`config.mk`:
```
export PLATFORM = sky130hd
export DESIGN_NAME = icache
export DESIGN_NICKNAME = d
export VERILOG_FILES = /design/src/rtl/icache.sv
export SDC_FILE = /design/constraint.sdc
export NUM_CORES = 2
export LEC_CHECK = 0
export ABC_AREA = 1
export CAP_MARGIN = 10
export CORE_ASPECT_RATIO = 0.75
export CORE_MARGIN = 2
export CORE_UTILIZATION = 45
export DETAILED_ROUTE_END_ITERATION = 10
export SLEW_MARGIN = 20
export SYNTH_ARGS = -nofsm -noshare
export SYNTH_HDL_FRONTEND = slang
export SYNTH_SLANG_ARGS = --single-unit
```
`constraint.sdc`:
```
create_clock -name clk -period 9.96 [get_ports clk]
set_input_delay 1.992 -clock clk [delete_from_list [all_inputs] [get_ports clk]]
set_output_delay 1.992 -clock clk [all_outputs]
set_load 0.02 [all_outputs]
```
`src/rtl/icache.sv`:
```
// rtl/icache.sv - direct-mapped instruction cache with byte-serial line refill
// Hits answer on the cycle after acceptance; misses refill a 16-byte line one byte per mc_valid.
module icache #(
  parameter int INDEX_BITS = 4
) (
  input  logic        clk,
  input  logic        rst,
  input  logic        rdy,
  input  logic        clear,
  input  logic        if_valid,
  input  logic [31:0] if_pc,
  output logic        ic_ready,
  output logic        instr_valid,
  output logic [31:0] instr,
  output logic        mc_req,
  output logic [31:0] mc_addr,
  input  logic        mc_valid,
  input  logic [7:0]  mc_byte
);
  localparam int LINE_BYTES = 16;
  localparam int LINE_W     = LINE_BYTES * 8;
  localparam int LINES      = 1 << INDEX_BITS;
  localparam int TAG_BITS   = 28 - INDEX_BITS;

  typedef enum logic [1:0] {IDLE, REFILL, RESP} state_t;
  state_t state, state_nxt;

  logic [LINES-1:0]      valid;
  logic [TAG_BITS-1:0]   tag_arr  [LINES];
  logic [LINE_W-1:0]     data_arr [LINES];
  logic [LINE_W-9:0]     line_buf;

  logic [TAG_BITS-1:0]   req_tag;
  logic [INDEX_BITS-1:0] req_idx;
  logic [1:0]            req_word;
  logic [3:0]            cnt;
  logic                  drop;
  logic                  iv_q;

  logic [TAG_BITS-1:0]   pc_tag;
  logic [INDEX_BITS-1:0] pc_idx;
  logic                  accept;
  logic                  hit;
  logic                  byte_take;
  logic                  fill_last;
  logic [LINE_W-1:0]     fill_line;
  logic                  unused_pc;

  function automatic logic [31:0] word_of(input logic [LINE_W-1:0] line, input logic [1:0] w);
    logic [31:0] r;
    case (w)
      2'd0:    r = line[31:0];
      2'd1:    r = line[63:32];
      2'd2:    r = line[95:64];
      default: r = line[127:96];
    endcase
    return r;
  endfunction

  assign pc_tag    = if_pc[31:4+INDEX_BITS];
  assign pc_idx    = if_pc[3+INDEX_BITS:4];
  assign unused_pc = ^if_pc[1:0];
  assign accept    = rdy && if_valid && (state == IDLE) && !clear;
  assign hit       = valid[pc_idx] && (tag_arr[pc_idx] == pc_tag);
  assign byte_take = rdy && (state == REFILL) && mc_valid;
  assign fill_last = byte_take && (cnt == 4'd15);
  // The last byte bypasses the buffer so the line installs on the edge that consumes it.
  assign fill_line = {mc_byte, line_buf};

  assign ic_ready    = (state == IDLE);
  assign mc_req      = (state == REFILL);
  // A flush arriving alongside a hit response suppresses it.
  assign instr_valid = iv_q && !(clear && (state == IDLE));

  always_ff @(posedge clk or negedge rst) begin
    if (!rst) begin
      state <= IDLE;
    end else if (rdy) begin
      state <= state_nxt;
    end
  end

  always_comb begin
    state_nxt = state;
    case (state)
      IDLE:    if (accept && !hit) state_nxt = REFILL;
      REFILL:  if (fill_last) state_nxt = RESP;
      RESP:    state_nxt = IDLE;
      default: state_nxt = IDLE;
    endcase
  end

  always_ff @(posedge clk or negedge rst) begin
    if (!rst) begin
      valid    <= '0;
      cnt      <= 4'd0;
      drop     <= 1'b0;
      iv_q     <= 1'b0;
      instr    <= 32'd0;
      mc_addr  <= 32'd0;
      req_tag  <= '0;
      req_idx  <= '0;
      req_word <= 2'd0;
    end else if (rdy) begin
      iv_q <= 1'b0;
      if (accept) begin
        req_tag  <= pc_tag;
        req_idx  <= pc_idx;
        req_word <= if_pc[3:2];
        if (hit) begin
          iv_q  <= 1'b1;
          instr <= word_of(data_arr[pc_idx], if_pc[3:2]);
        end else begin
          mc_addr <= {pc_tag, pc_idx, 4'b0000};
          cnt     <= 4'd0;
        end
      end
      if ((state == REFILL) && clear) drop <= 1'b1;
      if (byte_take) cnt <= cnt + 4'd1;
      if (fill_last) begin
        valid[req_idx] <= 1'b1;
        mc_addr        <= 32'd0;
        iv_q           <= !(drop || clear);
        instr          <= word_of(fill_line, req_word);
      end
      if (state == RESP) drop <= 1'b0;
    end
  end

  // Storage arrays carry no reset; the valid bits alone qualify their contents.
  always_ff @(posedge clk) begin
    if (byte_take) begin
      for (int b = 0; b < LINE_BYTES - 1; b++) begin
        if (cnt == 4'(b)) line_buf[b*8 +: 8] <= mc_byte;
      end
    end
    if (fill_last) begin
      data_arr[req_idx] <= fill_line;
      tag_arr[req_idx]  <= req_tag;
    end
  end

endmodule

```
==> summary.md <==
| Metric | Value |
|---|---|
| TritonCTS buffer count | 266 |
| Status | complete, no violations |
| Register-to-Register Path Depth | 9 |
| # Post-CTS Setup Buffers | 0 |
| Largest net degree at the start of global routing | 195 |
| Longest Clk Path Bufs | 4 |
| RSZ-0062 raised after global routing | no |
| Grt total ovfl | 0 |
| CP Capture Type | register |
| Hold WS | 0.468 ns |
| Area of the die | 0.238 mm² |
| IO buf count | 106 |
| Core footprint | 0.232 mm² |
| Pwr Total | 0.0234 W |
| Post-Layout Inst Area | 0.117 mm² |
| Post-CTS sizing | 0 |
| Minimum clock period after layout | 6.43 ns |
| First-pass GRT wire length | 443000 µm |
| Iteration-0 DRC Markers | 9179 |
| Number of library cell types mapped by synthesis | 37 |
| Post-DP Area | 0.109 mm² |
| Routed len/inst | 26.9 µm |
| Drt first pass iters | 8 |
| Max Cap Violations | 0 |
| Worst reg2reg path endpoint | data_arr[11][32] |
| Yosys reg bits | 2666 |
| Hold-fix buffers, CTS | 0 |
| CTS Sinks | 2666 |
| Vias | 68753 |
| Initial core utilization | 45.4% |
| Worst-path maximum fanout | 165 |
| Crit start category | input port |
| Htree depth | 5 |
| Period utilization | 64.5% |
| Post-Synthesis Cells | 8166 |
| Final-layout fill cell count | 19575 |
| Share of cells above drive strength 1 | 6.66% |
| HPWL after DPL | 143000 µm |
| Mean post-synth cell area | 12.9 µm² |
| Die extent in x | 563 µm |
| Clk_skew | 0.0420 ns |
| Total I/O pin count | 113 |
| Die height | 423 µm |
| Area Overhead vs Synth | 11.5% |
| Post-layout nets | 8142 |
| R2r setup slk | 4.94 ns |
| Reg area | 0.0795 mm² |
| Slowest cell on crit path | inv_8 |
| Fin. max-slew vios | 0 |
| Multi-input logic area | 0.0230 mm² |
| Number of global-route vias before repair | 64418 |
| Peak Freq | 0.156 GHz |
| P_leak | 38.9 nW |
| Critical Path Sink | instr[11] |
| TritonCTS clock tree | yes |
| PwrDens | 199 mW/mm² |
| Gr usage total | 25.2% |
| Vias per Instance | 6.04 |
| Clock Latency Late Sink | 0.85 ns |
| Worst EP arrival | 7.20 ns |
| Most frequent cell on the critical path | nand2_1 |
| Routed Antenna Nets | 0 |
| Clk pin slew, worst setup/hold paths | 0.06 ns |
| Num rows | 153 |
| Crit. Startpoint | if_pc[4] |
| Crit path cell chain | buf_8, inv_8, buf_12, buf_4, buf_4, o21ai_0, o22ai_1, o21ai_0, o21ai_0, nand3_1, nand4_1, nand2_1, nand2_1, nand2_1, nand2_1 |
| Setup TNS | 0 ns |
| Min-Delay Path Class | reg2reg |
| Peak VDD IR | 0.000147 V |
| FF-to-FF Start | state[1] |
| Slew @ Worst Pin | 1.16 ns |
| Sequential area share after synthesis | 75.4% |
| Cell area after technology mapping | 0.105 mm² |
| Drt drc | 0 |
| Hold Vio Cnt, Final | 0 |
| Data required, critical path | 10.73 ns |
| Root buf cell | clkbuf_16 |
| Synth Warn # | 0 |
| Total Wirelength | 306000 µm |
| CP peak stage delay | 0.87 ns |
| Crit path kind | in2reg |
| Initial antenna violation count | 13 |
| Relative slew margins | 22.5% |
| Final setup fails | 0 |
| RePlAce Congestion | 0.792 |
[critical path, delay by kind of cell]
family	cells	cell delay (ns)
AND/OR/NAND/NOR	6	0.91
buffers and inverters	5	3.02
AO/OA/AOI/OAI	4	0.70
[Yosys cell counts, drive strengths merged]
library cell	count	share of area, %
a21boi	2	0.014
a21oi	6	0.029
a221oi	3	0.025
a31oi	52	0.31
and2	1	0.0059
buf	192	0.96
clkbuf	388	1.4
clkinv	2	0.0071
conb	1	0.0036
dfrtp	114	2.7
edfxtp	2552	73
ha	4	0.048
inv	156	0.56
nand2	1011	3.6
nand3	525	2.5
nand3b	1	0.0071
nand4	19	0.11
nor2	1205	4.3
o211ai	115	0.82
o21ai	1272	6.0
o21bai	2	0.014
o221ai	248	2.1
o22ai	267	1.6
o311ai	1	0.0083
o31ai	1	0.0071
or2	25	0.15
xor2	1	0.0083
[per-stage QoR]
stage                     utilization [%]  std cells  setup slack, ns
after floorplan                         -       8169          -0.0686
after global placement               47.1      10924             2.95
after detailed placement             47.1      10924             2.86
after CTS                            50.6      11375             3.74
after global routing                 50.6      11375             3.34
final                                50.6      11381             3.53
[worst min-delay path by stage]
stage	startpoint	endpoint	slack, ns	cells past startpoint
final	valid[3]	valid[3]	0.47	1
after global routing	valid[14]	valid[14]	0.49	2
after CTS	valid[5]	valid[5]	0.47	1
after detailed placement	valid[14]	valid[14]	0.44	2
after global placement	valid[14]	valid[14]	0.44	2
after floorplan	valid[14]	valid[14]	0.42	2
[layout by cell type (no fill, tap or decap), drive strengths merged, types with 6 or more instances in the layout]
master / synthesis / layout
a21oi: 6 / 6
a31oi: 52 / 52
buf: 192 / 142
bufinv: 0 / 11
clkbuf: 388 / 349
clkdlybuf4s50: 0 / 93
clkinv: 2 / 83
dfrtp: 114 / 114
diode: 0 / 6
edfxtp: 2552 / 2552
inv: 156 / 163
nand2: 1011 / 1011
nand3: 525 / 525
nand4: 19 / 19
nor2: 1205 / 1205
o211ai: 115 / 115
o21ai: 1272 / 1272
o221ai: 248 / 248
o22ai: 267 / 267
or2: 25 / 25
[where the power goes]
part / switching [W] / internal (W) / total (W)
Sequential: 0.000152 / 0.0123 / 0.0125
Clock: 0.00417 / 0.00538 / 0.00955
Combinational: 0.00101 / 0.000379 / 0.00139
Total: 0.00533 / 0.0181 / 0.0234
[kinds of logic (layout without fill, tap and decap cells)]
kind of cell,count (synthesis),in the layout,share of synthesized area [%]
compound gates,1969,1969,10.9
xor+xnor,1,1,0.00832
fa+ha+maj,4,4,0.0475
buf+inv,738,844,2.90
flops,2666,2666,75.4
other cells,1,10,0.00356
simple gates,2787,2787,10.7
[flip-flops by register name, summed over array words and instances (netlist names)]
register,flops
cnt,4
data_arr,2048
drop,1
instr,32
iv_q,1
line_buf,120
mc_addr,28
req_idx,4
req_tag,24
req_word,2
state,2
tag_arr,384
valid,16
[cell type report]
type | count | share of cell area, %
multi-input combinational | 4765 | 19.6
tap | 3100 | 3.30
timing repair buffer | 235 | 2.06
sequential | 2666 | 67.7
antenna | 6 | 0.0128
clock inverter | 102 | 0.718
inverter | 158 | 0.535
clock buffer | 349 | 6.13
[routing by layer]
| metal | vias up | global-route usage, % | wire length [µm] |
|---|---|---|---|
| met5 | - | 0 | 40 |
| met3 | 477 | 3.80 | 27400 |
| met1 | 34973 | 37.2 | 132000 |
| li1 | 29993 | - | - |
| met4 | 6 | 6.04 | 6510 |
| met2 | 3304 | 39.2 | 140000 |
(Power assumes the default switching activity.)
